==> src/rtl/m_ext_div_iterative.sv <==
`default_nettype none
// ============================================================================
// Module   : m_ext_div_iterative
// Function : Iterative restoring divider for DIV/DIVU/REM/REMU, one quotient
//            bit per cycle, start/done handshake with a held result.
// Revision : 1.0 - initial release
// ============================================================================
module m_ext_div_iterative #(
    parameter int WIDTH = 32
) (
    input  logic             clk,
    input  logic             rst,
    input  logic             startE,
    input  logic [1:0]       div_opcode,
    input  logic [WIDTH-1:0] operand1,
    input  logic [WIDTH-1:0] operand2,
    output logic [WIDTH-1:0] result_divide,
    output logic             done,
    output logic             busy
);

    localparam int                 c_cnt_w      = $clog2(WIDTH + 1);
    localparam logic [c_cnt_w-1:0] c_count_init = c_cnt_w'(WIDTH);
    localparam logic [WIDTH-1:0]   c_int_min    = {1'b1, {(WIDTH-1){1'b0}}};

    typedef enum logic [1:0] {
        S_IDLE = 2'd0,
        S_CALC = 2'd1,
        S_DONE = 2'd2
    } state_t;

    state_t             state_q,   state_d;
    logic [c_cnt_w-1:0] counter_q, counter_d;
    logic [WIDTH-1:0]   rem_q,     rem_d;
    logic [WIDTH-1:0]   quo_q,     quo_d;
    logic [WIDTH-1:0]   divisor_q, divisor_d;
    logic [1:0]         op_q,      op_d;
    logic               q_neg_q,   q_neg_d;
    logic               r_neg_q,   r_neg_d;
    logic [WIDTH-1:0]   result_q,  result_d;

    logic             w_signed;
    logic             w_sign1;
    logic             w_sign2;
    logic [WIDTH-1:0] w_abs1;
    logic [WIDTH-1:0] w_abs2;
    logic             w_div_zero;
    logic             w_overflow;
    logic [WIDTH:0]   w_rem_shift;
    logic [WIDTH-1:0] w_rem_sub;
    logic             w_fit;
    logic [WIDTH-1:0] w_rem_next;
    logic [WIDTH-1:0] w_quo_next;
    logic [WIDTH-1:0] w_quo_res;
    logic [WIDTH-1:0] w_rem_res;

    // Operand preparation at accept time (raw operands drive the special cases)
    assign w_signed   = ~div_opcode[0];
    assign w_sign1    = w_signed & operand1[WIDTH-1];
    assign w_sign2    = w_signed & operand2[WIDTH-1];
    assign w_abs1     = w_sign1 ? (~operand1 + 1'b1) : operand1;
    assign w_abs2     = w_sign2 ? (~operand2 + 1'b1) : operand2;
    assign w_div_zero = (operand2 == '0);
    assign w_overflow = w_signed && (operand1 == c_int_min) && (operand2 == '1);

    // The shifted partial remainder needs WIDTH+1 bits; after a successful
    // subtract it is below the divisor, so the low WIDTH bits are exact.
    assign w_rem_shift = {rem_q, quo_q[WIDTH-1]};
    assign w_fit       = (w_rem_shift >= {1'b0, divisor_q});
    assign w_rem_sub   = w_rem_shift[WIDTH-1:0] - divisor_q;
    assign w_rem_next  = w_fit ? w_rem_sub : w_rem_shift[WIDTH-1:0];
    assign w_quo_next  = {quo_q[WIDTH-2:0], w_fit};

    assign w_quo_res = (~op_q[0] & q_neg_q) ? (~w_quo_next + 1'b1) : w_quo_next;
    assign w_rem_res = (~op_q[0] & r_neg_q) ? (~w_rem_next + 1'b1) : w_rem_next;

    always_comb begin
        state_d   = state_q;
        counter_d = counter_q;
        rem_d     = rem_q;
        quo_d     = quo_q;
        divisor_d = divisor_q;
        op_d      = op_q;
        q_neg_d   = q_neg_q;
        r_neg_d   = r_neg_q;
        result_d  = result_q;

        case (state_q)
            S_IDLE, S_DONE: begin
                state_d = S_IDLE;
                if (startE) begin
                    op_d      = div_opcode;
                    q_neg_d   = w_sign1 ^ w_sign2;
                    r_neg_d   = w_sign1;
                    rem_d     = '0;
                    quo_d     = w_abs1;
                    divisor_d = w_abs2;
                    if (w_div_zero) begin
                        result_d = div_opcode[1] ? operand1 : '1;
                        state_d  = S_DONE;
                    end else if (w_overflow) begin
                        result_d = div_opcode[1] ? '0 : c_int_min;
                        state_d  = S_DONE;
                    end else begin
                        counter_d = c_count_init;
                        state_d   = S_CALC;
                    end
                end
            end
            S_CALC: begin
                rem_d     = w_rem_next;
                quo_d     = w_quo_next;
                counter_d = counter_q - 1'b1;
                if (counter_q == c_cnt_w'(1)) begin
                    result_d = op_q[1] ? w_rem_res : w_quo_res;
                    state_d  = S_DONE;
                end
            end
            default: state_d = S_IDLE;
        endcase
    end

    always_ff @(posedge clk) begin
        if (rst) begin
            state_q   <= S_IDLE;
            counter_q <= '0;
            rem_q     <= '0;
            quo_q     <= '0;
            divisor_q <= '0;
            op_q      <= '0;
            q_neg_q   <= 1'b0;
            r_neg_q   <= 1'b0;
            result_q  <= '0;
        end else begin
            state_q   <= state_d;
            counter_q <= counter_d;
            rem_q     <= rem_d;
            quo_q     <= quo_d;
            divisor_q <= divisor_d;
            op_q      <= op_d;
            q_neg_q   <= q_neg_d;
            r_neg_q   <= r_neg_d;
            result_q  <= result_d;
        end
    end

    assign result_divide = result_q;
    assign done          = (state_q == S_DONE);
    assign busy          = (state_q == S_CALC);

endmodule
`default_nettype wire
==> config.mk <==
export PLATFORM = sky130hd
export DESIGN_NAME = m_ext_div_iterative
export DESIGN_NICKNAME = d
export VERILOG_FILES = /design/src/rtl/m_ext_div_iterative.sv
export SDC_FILE = /design/constraint.sdc
export NUM_CORES = 1
export LEC_CHECK = 0
export BUFFER_PORTS_ARGS = -buffer_cell sky130_fd_sc_hd__buf_2
export CORE_ASPECT_RATIO = 1.4
export CORE_MARGIN = 4
export CORE_UTILIZATION = 56
export DETAILED_ROUTE_END_ITERATION = 16
export GPL_TIMING_DRIVEN = 0
export MAX_ROUTING_LAYER = met4
export PLACE_DENSITY = 0.79
export SYNTH_ARGS = -nofsm -noshare
export SYNTH_HDL_FRONTEND = slang
export SYNTH_SLANG_ARGS = --single-unit
==> constraint.sdc <==
create_clock -name clk -period 4.3 [get_ports clk]
set_input_delay 0.43 -clock clk [delete_from_list [all_inputs] [get_ports clk]]
set_output_delay 0.43 -clock clk [all_outputs]
set_load 0.05 [all_outputs]
### Word-level counts from Yosys, hierarchy flattened

Cells that the tools add are included.
Widths: inputs -> output; s select.

* add/subtract/negate cells: 6
* order comparisons: 1
* equality and inequality tests: 10
* muxes and demuxes: 26
* bitwise operators: 11
* reductions and logical operators: 10

Operators by type and width (count)
* $mux 32: 14
* $pmux 32 s2: 3
* $add 32x1->32 const B: 4
* $not 32->32: 4
* $eq 32x32->1 const B: 2
* $ge 33x32->1: 1
* $logic_not 32->1: 1
* $sub 32x32->32: 1
* $mux 6: 3
* $pmux 6 s2: 1
* $mux 2: 4
* $reduce_and 4->1: 2
* $eq 6x1->1 const B: 1
* $ne 2x2->1 const B: 3
* $sub 6x1->6 const B: 1
* $and 1x1->1: 4
* $pmux 2 s2: 1
* $reduce_and 2->1: 2
* $ne 3x3->1 const B: 1
* $eq 2x1->1 const B: 1
* $eq 2x2->1 const B: 1
* $logic_and 1x1->1: 2
* $logic_not 2->1: 1
* $ne 2x1->1 const B: 1
* 4 further kinds: 5

* register bits after elaboration: 140
* input bits: 69
* output and inout port bits: 34
* word-level logic and storage cells: 73

### Logic depth before layout (Yosys ltp)

Gate-level depths: netlist (run 1).

* depth after elaboration: 8
* gate-level depth with buffers: 24

### Worst setup path before layout (run 1)

No wires, ideal clock.

* kind: register -> register
* start: register rem_q[8]
* end: register result_q[26] (netlist: result_divide[26])
* setup time: 0.073 ns
* arrival: 4.358 ns
* required time: 4.227 ns
* slack: -0.131 ns
* cell stages (with the launch flop): 21
* path buffers: 3
* period minus slack after synthesis: 4.431 ns
* cells stage by stage: dfxtp_1 > ha_1 > buf_2 > nand2_1 > nor2_1 > a21o_1 > a211oi_4 > o211ai_4 > buf_2 > buf_2 > mux2i_1 > ha_1 > nand2_1 > nor3_1 > nand4b_2 > nor4b_4 > o22ai_2 > nor4b_4 > nand3b_1 > a211o_1 > o211ai_2

* longest elaborated chain between the ends: 8

RTL lines
* start, declared: line 34 `logic [WIDTH-1:0] rem_q, rem_d;`
* start signal, assigned: line 137 `rem_q <= rem_d;`
* $sub 32x32->32 / $ge 33x32->1 (equally long branches): line 70, 69
* $mux 32: line 71 `assign w_rem_next = w_fit ? w_rem_sub : w_rem_shift[WIDTH-1:0];`
* $not 32->32: line 75 `assign w_rem_res = (~op_q[0] & r_neg_q) ? (~w_rem_next + 1'b1) : w_rem_next;`
* $add 32x1->32: line 75
* $mux 32: line 75
* $mux 32 *: line 115 `result_d = op_q[1] ? w_rem_res : w_quo_res;`
* $mux 32 *: line 114 `if (counter_q == c_cnt_w'(1)) begin`
* $pmux 32 s2 *: line 88 `case (state_q)`
* end signal, assigned: line 143 `result_q <= result_d;`
* end, declared: line 40 `logic [WIDTH-1:0] result_q, result_d;`

Mark *: on every way between the ends. The rest lies on a longest branch, timed or not. The select of a mux whose other input is x is not followed.
A chain may end at the register's enable or synchronous reset.

### Worst setup path in the final report (run 1)

* start: register rem_q[14]
* end: register result_q[26] (netlist: result_divide[26])

Same word-level chain as after synthesis.

==> results of run 1 <==
-- synth_stat cells, types with 12 or more instances --
library cell and count:
a211oi_1 39, a21o_1 12, a21oi_1 143, a22oi_1 48
a31oi_1 13, and2_1 16, buf_2 23, clkbuf_1 69
dfxtp_1 140, ha_1 39, inv_1 55, mux2i_1 16
nand2_1 204, nand2b_1 16, nand3_1 21, nand4_1 25
nor2_1 172, nor2b_1 12, nor3_1 43, nor4_1 19
o211ai_1 13, o21ai_0 92, o21ai_1 21, o31ai_1 31
o41ai_1 13, or3_1 19, xnor2_1 66, xor2_1 62
-- per-layer routing --
layer / vias up / share of wire, % / track usage, %
met1: 6197 / 36 / 44.70
met5: - / 0 / -
met2: 688 / 48 / 66.91
li1: 6192 / - / -
met3: 222 / 6.8 / 5.514
met4: 0 / 8.9 / 30.11
-- logic make-up after synthesis --
group	count (synthesis)	share of synthesized area, %
AO/OA/AOI/OAI	509	28.93
XOR/XNOR	128	9.558
adder cells (fa/ha/maj)	40	4.331
buffers and inverters	160	5.750
flip-flops	140	23.90
multiplexers	16	1.365
AND/OR/NAND/NOR	617	26.17
-- cell type report --
| type | count | share of cell area (%) |
|---|---|---|
| Multi-Input combinational cell | 1310 | 61.31 |
| Inverter | 57 | 1.609 |
| Sequential cell | 140 | 19.89 |
| Timing Repair Buffer | 159 | 6.724 |
| Clock buffer | 22 | 3.472 |
| Clock inverter | 10 | 1.125 |
| Tap cell | 256 | 2.250 |
| Buffer | 96 | 3.621 |
-- path summary, 6_finish.rpt --
check                           cells past startpoint  slack (ps)              start                 to
worst max-delay path                               19        -160          rem_q[14]  result_divide[26]
worst min register to register                      2         440  result_divide[10]  result_divide[10]
worst max register to register                     19        -160          rem_q[14]  result_divide[26]
worst min-delay path                                3         300        operand2[0]       divisor_q[0]
-- report_power, final --
part / switching (mW) / leakage, nW / total, mW / internal (mW)
Clock: 0.602 / 0.322 / 1.65 / 1.05
Combinational: 3.22 / 4.12 / 5.41 / 2.19
Sequential: 0.138 / 1.15 / 1.55 / 1.41
-- sequential cells by signal (all words and copies together), names as in the netlist, 2 cells and up --
register       count
counter_q          6
divisor_q         32
op_q               2
quo_q             32
rem_q             32
result_divide     32
state_q            2
-- metrics by stage --
stage	setup slack, ps	utilization, %	total power, mW	TNS [ps]
after floorplan	5.487	-	4.479	0
after detailed placement	-1140	61.16	5.619	-11260
after CTS	-85.42	67.66	7.935	-276.8
after global routing	-269.4	69.25	8.978	-1679
after global placement	-1159	61.16	5.596	-11480
final	-159.7	69.25	8.604	-663.7
-- worst max-delay path, cell delays in order (launching register included) --
cell and delay, ps:
dfxtp_1 390, ha_1 320, buf_2 180, nand2_1 120, nor4_4 330, a21oi_1 110, or2_4 260, o211ai_4 160
buf_12 180, mux2i_4 260, ha_4 200, nand3b_1 120, or3_4 440, nor4_4 290, o22ai_4 150, nor4b_4 250
buf_6 170, nand3b_1 90, a211o_1 320, o211ai_2 60
-- repair_timing --
action | CTS | global route
resized for setup | 96 | 62
setup endpoints to repair | 20 | 17
pin swaps | 29 | 31
setup buffers | 35 | 23
==> results.rst, run 1 <==
.. list-table::
   :header-rows: 1

   * - Metric
     - Value
   * - Run status
     - finished, violations left
   * - Violations in the final reports
     - setup timing
   * - Max FO, Critical Path
     - 7
   * - CTS hold repair buffers
     - 0
   * - Total routed wirelength
     - 46960 µm
   * - PD cells
     - around 600 nW/µm²
   * - Type of the worst setup path
     - reg -> reg
   * - Row count
     - between 60 and 70
   * - Number of library cell types mapped by synthesis
     - 96
   * - Die extent in x
     - 130.3 µm
   * - Master cell of the clock root buffer
     - clkbuf_16
   * - Minimum hold slack
     - 296.7 ps
   * - Leakage power figure
     - 5.597 nW
   * - Routed vias/inst
     - 6.487
   * - Number of global-route vias before repair
     - about 13000
   * - Number of warnings printed during yosys synthesis
     - 0
   * - Starting utilization of the core area
     - 57.05%
   * - CTS H-Tree Depth
     - 4
   * - Type of the tightest min-delay check
     - in -> reg
   * - Cell type with the highest aggregate area in the netlist
     - dfxtp_1
   * - Worst IR Drop VDD
     - 0.5664 mV
   * - Primary FF master, synth
     - dfxtp_1
   * - Fill cell total of the finished layout
     - 1863
   * - Antenna violations before repair
     - 0
   * - Number of cells after detailed placement
     - 1967
   * - Final global-route overflow total
     - 0
   * - Count of flip-flops with a built-in enable after synthesis
     - 0
   * - Placer Congestion
     - between 1 and 1.5
   * - Total track usage
     - 40.81%
   * - TritonCTS clock tree
     - yes
   * - Synthesis-to-layout area growth
     - 21.37%
   * - Count of placed standard cells in the final layout, fillers left out
     - roughly 2000
   * - Vias post-DR
     - 13299
   * - Detailed router's first-iteration violation count
     - around 1200
   * - Port buffer count
     - just over 100
   * - Max-Slew Margin vs Limit
     - 21.56%
   * - Worst clock skew
     - 9.618 ps
   * - Antenna diode count
     - 0
   * - MaxCap Viol Count
     - 0
   * - Most common cell after layout, fill and taps aside
     - nand2_1
   * - FFs w/ async S/R, synth
     - 0%
   * - Post-synthesis sequential element count
     - 140
   * - Worst setup EP type
     - flop
   * - Worst Setup Slack, final
     - -159.7 ps
   * - Syn nets
     - about 1700
   * - Total I/O pin count
     - between 100 and 150
   * - Proportion of synthesized chip area in sequential cells
     - 23.90%
   * - Share of post-route cells with drive strength above 1
     - 19.73%
   * - Total standard cell area after synthesis
     - 11730 µm²
   * - Syn avg cell area
     - 7.285 µm²
   * - Final antenna-violating net count
     - 0
   * - CTS Sinks
     - 140
   * - Final number of hold-violating endpoints
     - 0
   * - Tcrit/Tclk final
     - 103.7%
   * - Num CTS Buffers
     - 17
   * - Data required time of the critical path
     - 4660 ps
   * - Setup-failing EPs final
     - 6
   * - Clk Latency, worst-skew pair
     - approximately 440 ps
   * - Minimum clock period
     - 4460 ps
   * - Data arrival time of the critical path
     - 4820 ps
   * - Floorplan core area
     - 20560 µm²
   * - Clock transition at path regs
     - 60 ps
   * - Worst-margin pin slew
     - 1172 ps
   * - Gate count of the mapped netlist
     - around 1600
   * - Total cell area at the placement stage
     - 12570 µm²
   * - Average wire per standard cell
     - 22.91 µm
   * - Fin area
     - 14230 µm²
   * - Largest net degree at the start of global routing
     - 20
   * - Number of nets in the finished design
     - 1890
   * - Max-slew violation count
     - 0
   * - RSZ-0062 raised after global routing
     - yes
   * - Top cells by area, synth
     - dfxtp_1, nand2_1, a21oi_1
   * - Most used cells in the layout excluding fill and tap cells
     - nand2_1, nor2_1, a21oi_1, dfxtp_1, buf_2
   * - Peak Freq
     - 224.2 MHz
   * - Dpl hpwl
     - 36290 µm
   * - First-pass detailed-route iteration total
     - 5
   * - Startpoint types
     - flop
   * - Storage cell area
     - around 2800 µm²
   * - Top-area cell type share of the netlist area
     - 23.90%
   * - Multi-input gate area
     - slightly below 9000 µm²
   * - First-pass GRT wire length
     - 70590 µm
   * - Clock Tree Buf Depth
     - 2
   * - Die Footprint
     - 23360 µm²
   * - Vertical die dimension
     - approximately 180 µm
   * - DRC
     - 0
(Power assumes the default switching activity.)
==> run 2: changes to the inputs <==
CORE_UTILIZATION = 50   (was 56)
PLACE_DENSITY = 0.71   (was 0.79)
==> run 2 against run 1 <==
The flow still finishes with violations (setup timing). Register-to-register slack got worse by 50 ps. Largest power group unchanged. Maximum frequency fell by 1.0%. Via count decreased by 1.0%. Sequential share of layout area is 0.11 points higher. Worst setup slack got worse by 46 ps. Core utilization shrank 8.3 points.
==> results.rst, run 2 (synthesized netlist as in run 1, its figures left out) <==
.. list-table::
   :header-rows: 1

   * - Metric
     - Value
   * - First-pass detailed-route iteration total
     - 5
   * - First-pass GRT wire length
     - a little under 70000 µm
   * - Worst Setup Slack, final
     - -205.5 ps
   * - RSZ-0062 raised after global routing
     - yes
   * - Minimum clock period
     - 4506 ps
   * - Most common cell after layout, fill and taps aside
     - nand2_1
   * - Vias post-DR
     - 13166
   * - Data required time of the critical path
     - 4670 ps
   * - Detailed router's first-iteration violation count
     - 1046
   * - Placer Congestion
     - 1.034
   * - Launch point of the worst reg-to-reg path
     - divisor_q[18]
   * - Violations in the final reports
     - setup timing
   * - Antenna violations before repair
     - 0
   * - Total routed wirelength
     - 46090 µm
   * - Cell repeated most along the worst path
     - buf_6
   * - Routed vias/inst
     - between 6 and 7
   * - Master cell of the clock root buffer
     - clkbuf_16
   * - Final antenna-violating net count
     - 0
   * - Worst IR Drop VDD
     - approximately 0.43 mV
   * - Bufs and invs on worst path
     - 5
   * - Max FO, Critical Path
     - 6
   * - Largest net degree at the start of global routing
     - 20
   * - Fin area
     - 14150 µm²
   * - Run status
     - finished, violations left
   * - Setup-failing EPs final
     - 6
   * - Leakage power figure
     - 5.510 nW
   * - Number of global-route vias before repair
     - 12399
   * - PD cells
     - 580.5 nW/µm²
   * - Number of nets in the finished design
     - between 1500 and 2000
   * - Worst setup EP type
     - flop
   * - DRC
     - 0
   * - Worst clock skew
     - 12.86 ps
   * - Clock transition at path regs
     - 70 ps
   * - CTS H-Tree Depth
     - 4
   * - Vertical die dimension
     - about 190 µm
   * - Share of post-route cells with drive strength above 1
     - 19.15%
   * - Multi-input gate area
     - roughly 8700 µm²
   * - Reg-to-reg setup timing slack
     - -210 ps
   * - Final number of hold-violating endpoints
     - 0
   * - Floorplan core area
     - 23200 µm²
   * - TritonCTS clock tree
     - yes
   * - FF-to-FF path depth
     - 21
   * - Total cell area at the placement stage
     - 12630 µm²
   * - MaxCap Viol Count
     - 0
   * - Max-Slew Margin vs Limit
     - 28.17%
   * - Synthesis-to-layout area growth
     - 20.62%
   * - Worst-margin pin slew
     - 1074 ps
   * - Row count
     - 66
   * - CP cell instances
     - inv_4 > ha_4 > buf_6 > nand4_1 > nor4_4 > a21oi_2 > or2_4 > o211ai_4 > buf_12 > mux2i_4 > ha_4 > buf_6 > nand3b_1 > or3_4 > nor4_4 > o22ai_4 > nor4b_4 > buf_6 > a31oi_4 > xnor2_2 > o211ai_1
   * - Total I/O pin count
     - around 100
   * - Die extent in x
     - 137.4 µm
   * - Capture instance of the worst register-to-register path
     - result_divide[30]
   * - Port buffer count
     - 101
   * - Slowest library cell on the worst path
     - nor4_4
   * - Most used cells in the layout excluding fill and tap cells
     - nand2_1, nor2_1, a21oi_1, dfxtp_1, buf_2
   * - Die Footprint
     - 26010 µm²
   * - Hold path startpoint
     - operand2[0]
   * - Clock Tree Buf Depth
     - 2
   * - Type of the tightest min-delay check
     - in -> reg
   * - Min-Delay Path Depth
     - 3
   * - Count of placed standard cells in the final layout, fillers left out
     - roughly 2100
   * - CTS Sinks
     - 140
   * - Max-slew violation count
     - 0
   * - Peak Freq
     - roughly 220 MHz
   * - Final global-route overflow total
     - 0
   * - Final core utilization
     - 60.97%
   * - Starting utilization of the core area
     - 50.54%
   * - Antenna diode count
     - 0
   * - Startpoint types
     - flop
   * - Average wire per standard cell
     - 21.98 µm
   * - Worst Hold Endpoint
     - divisor_q[0]
   * - Sum of internal, switching and leakage power
     - 8.212 mW
   * - Num CTS Buffers
     - 17
   * - Fill cell total of the finished layout
     - 2170
   * - Cell type group with the largest total delay on the critical path
     - simple AND/OR/NAND/NOR gates
   * - Number of cells after detailed placement
     - 2017
   * - Tcrit/Tclk final
     - 104.8%
   * - Storage cell area
     - 2830 µm²
   * - Total track usage
     - 35.83%
   * - Minimum hold slack
     - 277.7 ps
   * - Data arrival time of the critical path
     - 4870 ps
   * - Type of the worst setup path
     - reg -> reg
   * - Delay of the slowest cell on the worst path
     - 390 ps
   * - Clk Latency, worst-skew pair
     - 450 ps
   * - Dpl hpwl
     - 35880 µm
## run 2: changes by cell type in the layout (fill, tap and decap cells not counted), moves of 3 or more
| cell | previous run | this run |
|---|---|---|
| ha_2 | 2 | 5 |
| bufinv_16 | 4 | 1 |
| inv_1 | 44 | 49 |
| buf_2 | 113 | 109 |
| nand2_2 | 2 | 5 |
| inv_6 | 0 | 4 |
| ha_1 | 23 | 20 |
| o21ai_0 | 84 | 89 |
| inv_4 | 6 | 3 |
| dfxtp_1 | 121 | 124 |
| dfxtp_2 | 17 | 13 |
| clkbuf_8 | 5 | 2 |
| o21ai_1 | 24 | 20 |
## run 2: timing repair
item,CTS,global route
buffers inserted,32,22
setup endpoints to repair,17,16
hold buffers,0,0
pin swaps,29,18
resized for setup,98,43
hold endpoints to repair,0,0
## run 2: layout make-up
cell class / instances / share of cell area, %
clock buffers: 20 / 3.228
clock inverters: 12 / 0.7871
inverters: 57 / 1.565
multi-input cells: 1310 / 61.38
plain buffers: 97 / 3.750
flip-flops and latches: 140 / 20.01
repair buffers: 155 / 6.580
well taps: 306 / 2.706
## run 2: report_power, final
group / internal (mW) / switching (mW) / total, mW
sequential: 1.41 / 0.136 / 1.54
clock: 0.831 / 0.636 / 1.47
combinational: 2.08 / 3.12 / 5.20
## run 2: how the worst max path moves through the flow
stage | start | endpoint | slack [ps] | cells past startpoint
final | divisor_q[18] | result_divide[30] | -210 | 21
after CTS | divisor_q[18] | result_divide[30] | -140 | 21
after detailed placement | divisor_q[21] | result_divide[30] | -1110 | 21
after floorplan | rem_q[0] | result_divide[26] | 5 | 20
after global routing | divisor_q[18] | result_divide[30] | -300 | 21
after global placement | divisor_q[21] | result_divide[30] | -1170 | 21
## run 2: per-layer routing
layer  global-route usage, %  share of wire, %
met3                   4.997               6.3
met4                   26.73               8.9
met2                   57.88                48
met1                   39.53                37
met5                       -                 0
## run 2: metrics by stage
| step | TNS (ps) | setup WS, ps |
|---|---|---|
| floorplan | 0 | 5.487 |
| global placement | -10540 | -1167 |
| detailed placement | -10250 | -1111 |
| CTS | -425.9 | -144.0 |
| global route | -1385 | -302.0 |
| finish | -746.4 | -205.5 |
## run 2: worst reg2reg max path, delay by kind of cell, from the launching register on
| kind | cells | cell delay, ps |
|---|---|---|
| buffers and inverters | 5 | 600 |
| AOI/OAI and AO/OA | 5 | 740 |
| DFF | 1 | 350 |
| adders and majority gates | 2 | 470 |
| and+or+nand+nor | 7 | 1850 |
| muxes | 1 | 250 |
| xor gates and xnor gates | 1 | 180 |
==> run 3: changes to the inputs <==
ABC_AREA = 1   (was not set)
SKIP_CTS_REPAIR_TIMING = 1   (was not set)
==> run 3 against run 2 <==
The run now ends clean. Final cell count is 23% higher. Global-route usage is 0.98 points lower. Die area is 5.0% higher. Core utilization is 1.6 points lower. Via count is 10% higher. Cell area is 1.2% higher. Maximum frequency is 8.0% higher.
==> results.rst, run 3 <==
.. list-table::
   :header-rows: 1

   * - Metric
     - Value
   * - Num CTS Buffers
     - 17
   * - Final core utilization
     - roughly three fifths
   * - Total standard cell area after synthesis
     - approximately 12000 µm²
   * - Tcrit/Tclk final
     - 97.02%
   * - Data arrival time of the critical path
     - 4480 ps
   * - Setup-failing EPs final
     - 0
   * - Worst clock skew
     - between 10 and 15 ps
   * - DRC
     - 0
   * - Most common cell after layout, fill and taps aside
     - nand2_1
   * - Clock Tree Buf Depth
     - 2
   * - Port buffer count
     - 101
   * - Proportion of synthesized chip area in sequential cells
     - 22.70%
   * - Syn nets
     - 2243
   * - Final number of hold-violating endpoints
     - 0
   * - Top cells by area, synth
     - dfxtp_1, nand2_1, inv_1
   * - Final global-route overflow total
     - 0
   * - Most used cells in the layout excluding fill and tap cells
     - nand2_1, inv_1, nor2_1, a21oi_1, nand3_1
   * - Top cells by count, synth
     - nand2_1, inv_1, nor2_1
   * - Detailed router's first-iteration violation count
     - 1061
   * - Antenna violations before repair
     - 0
   * - Share of post-route cells with drive strength above 1
     - 13.92%
   * - Antenna diode count
     - 0
   * - Clock transition at path regs
     - 60 ps
   * - Master cell of the clock root buffer
     - clkbuf_16
   * - Type of the tightest min-delay check
     - in -> reg
   * - Post-synthesis sequential element count
     - 140
   * - Data required time of the critical path
     - 4610 ps
   * - Number of library cell types mapped by synthesis
     - 54
   * - Row count
     - 67
   * - Largest net degree at the start of global routing
     - 17
   * - Vias post-DR
     - about 14000
   * - Gate count of the mapped netlist
     - 2134
   * - Max FO, Critical Path
     - 10
   * - Max-slew violation count
     - 0
   * - Most frequent cell after synthesis
     - nand2_1
   * - Cell type with the highest aggregate area in the netlist
     - dfxtp_1
   * - First-pass GRT wire length
     - 73060 µm
   * - Die extent in x
     - around 140 µm
   * - Routed vias/inst
     - approximately 5.6
   * - CTS Sinks
     - 140
   * - Total routed wirelength
     - 47590 µm
   * - Number of warnings printed during yosys synthesis
     - 0
   * - Die Footprint
     - 27300 µm²
   * - Total I/O pin count
     - 103
   * - Synthesis-to-layout area growth
     - 16.00%
   * - Primary FF master, synth
     - dfxtp_1
   * - Minimum clock period
     - 4172 ps
   * - TritonCTS clock tree
     - yes
   * - Max-Slew Margin vs Limit
     - 40.93%
   * - Dpl hpwl
     - 38570 µm
   * - Average wire per standard cell
     - 18.40 µm
   * - First-pass detailed-route iteration total
     - 7
   * - FF-to-FF path depth
     - 26
   * - Placer Congestion
     - around 1.0
   * - FFs w/ async S/R, synth
     - 0%
   * - Total track usage
     - about a third
   * - Worst setup EP type
     - flop
   * - Number of global-route vias before repair
     - between 10000 and 15000
   * - Clk Latency, worst-skew pair
     - 440 ps
   * - Startpoint types
     - flop
   * - Syn avg cell area
     - 5.785 µm²
   * - Final antenna-violating net count
     - 0
   * - Floorplan core area
     - 24140 µm²
   * - Starting utilization of the core area
     - 51.13%
   * - Top-area cell type share of the netlist area
     - 22.70%
   * - Vertical die dimension
     - between 150 and 200 µm
   * - Worst-margin pin slew
     - 886.0 ps
   * - Run status
     - complete, no violations
   * - Min-Delay Path Depth
     - 3
   * - MaxCap Viol Count
     - 0
   * - Number of nets in the finished design
     - between 2000 and 2500
   * - Count of flip-flops with a built-in enable after synthesis
     - 0
   * - Type of the worst setup path
     - reg -> reg
   * - Peak Freq
     - around 240 MHz
   * - CTS H-Tree Depth
     - 4
run 3: area by class of cell:
type                    instances  area, µm²
clock buffers                  18      429.2
repair buffers                110      573.1
flip-flops and latches        140       2815
inverters                     283       1067
multi-input cells            1632       8464
clock inverters                14      209.0
plain buffers                  80      375.4
fillers                      2437       9822
well taps                     310      387.9
run 3: per-stage QoR:
| stage | instances | cell area, µm² | setup slack (ps) | hold slack, ps | TNS, ps |
|---|---|---|---|---|---|
| CTS | 2577 | 13880 | -610.1 | 285.7 | -2743 |
| global route | 2587 | 14320 | -45.09 | 316.0 | -115.9 |
| detailed placement | 2545 | 13240 | -543.5 | 434.1 | -2628 |
| global placement | 2545 | 13240 | -489.4 | 435.3 | -2086 |
| finish | 2587 | 14320 | 128.0 | 285.6 | 0 |
| floorplan | 2134 | 12350 | 651.6 | 445.3 | 0 |
run 3: final timing paths:
| check | startpoint | to | slack [ps] |
|---|---|---|---|
| worst max-delay path | quo_q[31] | result_divide[30] | 130 |
| worst max register to register | quo_q[31] | result_divide[30] | 130 |
| worst min-delay path | operand1[11] | result_divide[11] | 290 |
| worst min register to register | result_divide[11] | result_divide[11] | 450 |
run 3: cells by family after synthesis:
| kind of cell | after synthesis | share of synthesized area [%] |
|---|---|---|
| adders and majority gates | 40 | 4.115 |
| DFF | 140 | 22.70 |
| buffers and inverters | 363 | 11.64 |
| AOI/OAI and AO/OA | 356 | 16.27 |
| xor gates and xnor gates | 49 | 3.476 |
| and+or+nand+nor | 1186 | 41.80 |
run 3: worst max-delay path: stages (launching register included):
cell	delay (ps)
dfxtp_1	440
inv_1	80
ha_1	390
nand3_1	140
nor2_1	50
nand3b_1	110
nand2_1	100
nor2_4	180
nand2_4	100
buf_6	170
inv_6	110
ha_2	210
nand3_2	120
nor3_4	210
nand3_2	130
nor3_4	230
nand3_2	130
nand2_2	110
o21ai_1	110
nor2_2	230
o21ai_1	120
o21ai_1	150
a21oi_1	50
nor2_1	90
nand2_1	80
nand2_1	110
a21oi_2	60
run 3: layer usage:
layer	vias up	part of all wire, %	track usage, %
met2	594	49	58.75
li1	7179	-	-
met4	0	8.5	26.14
met3	190	5.1	3.898
met5	-	0	-
met1	6518	37	37.14
Power of run 3 is left out: the tool's default activity adds up to more than one toggle a clock period on the data nets, which glitch-free logic cannot reach.
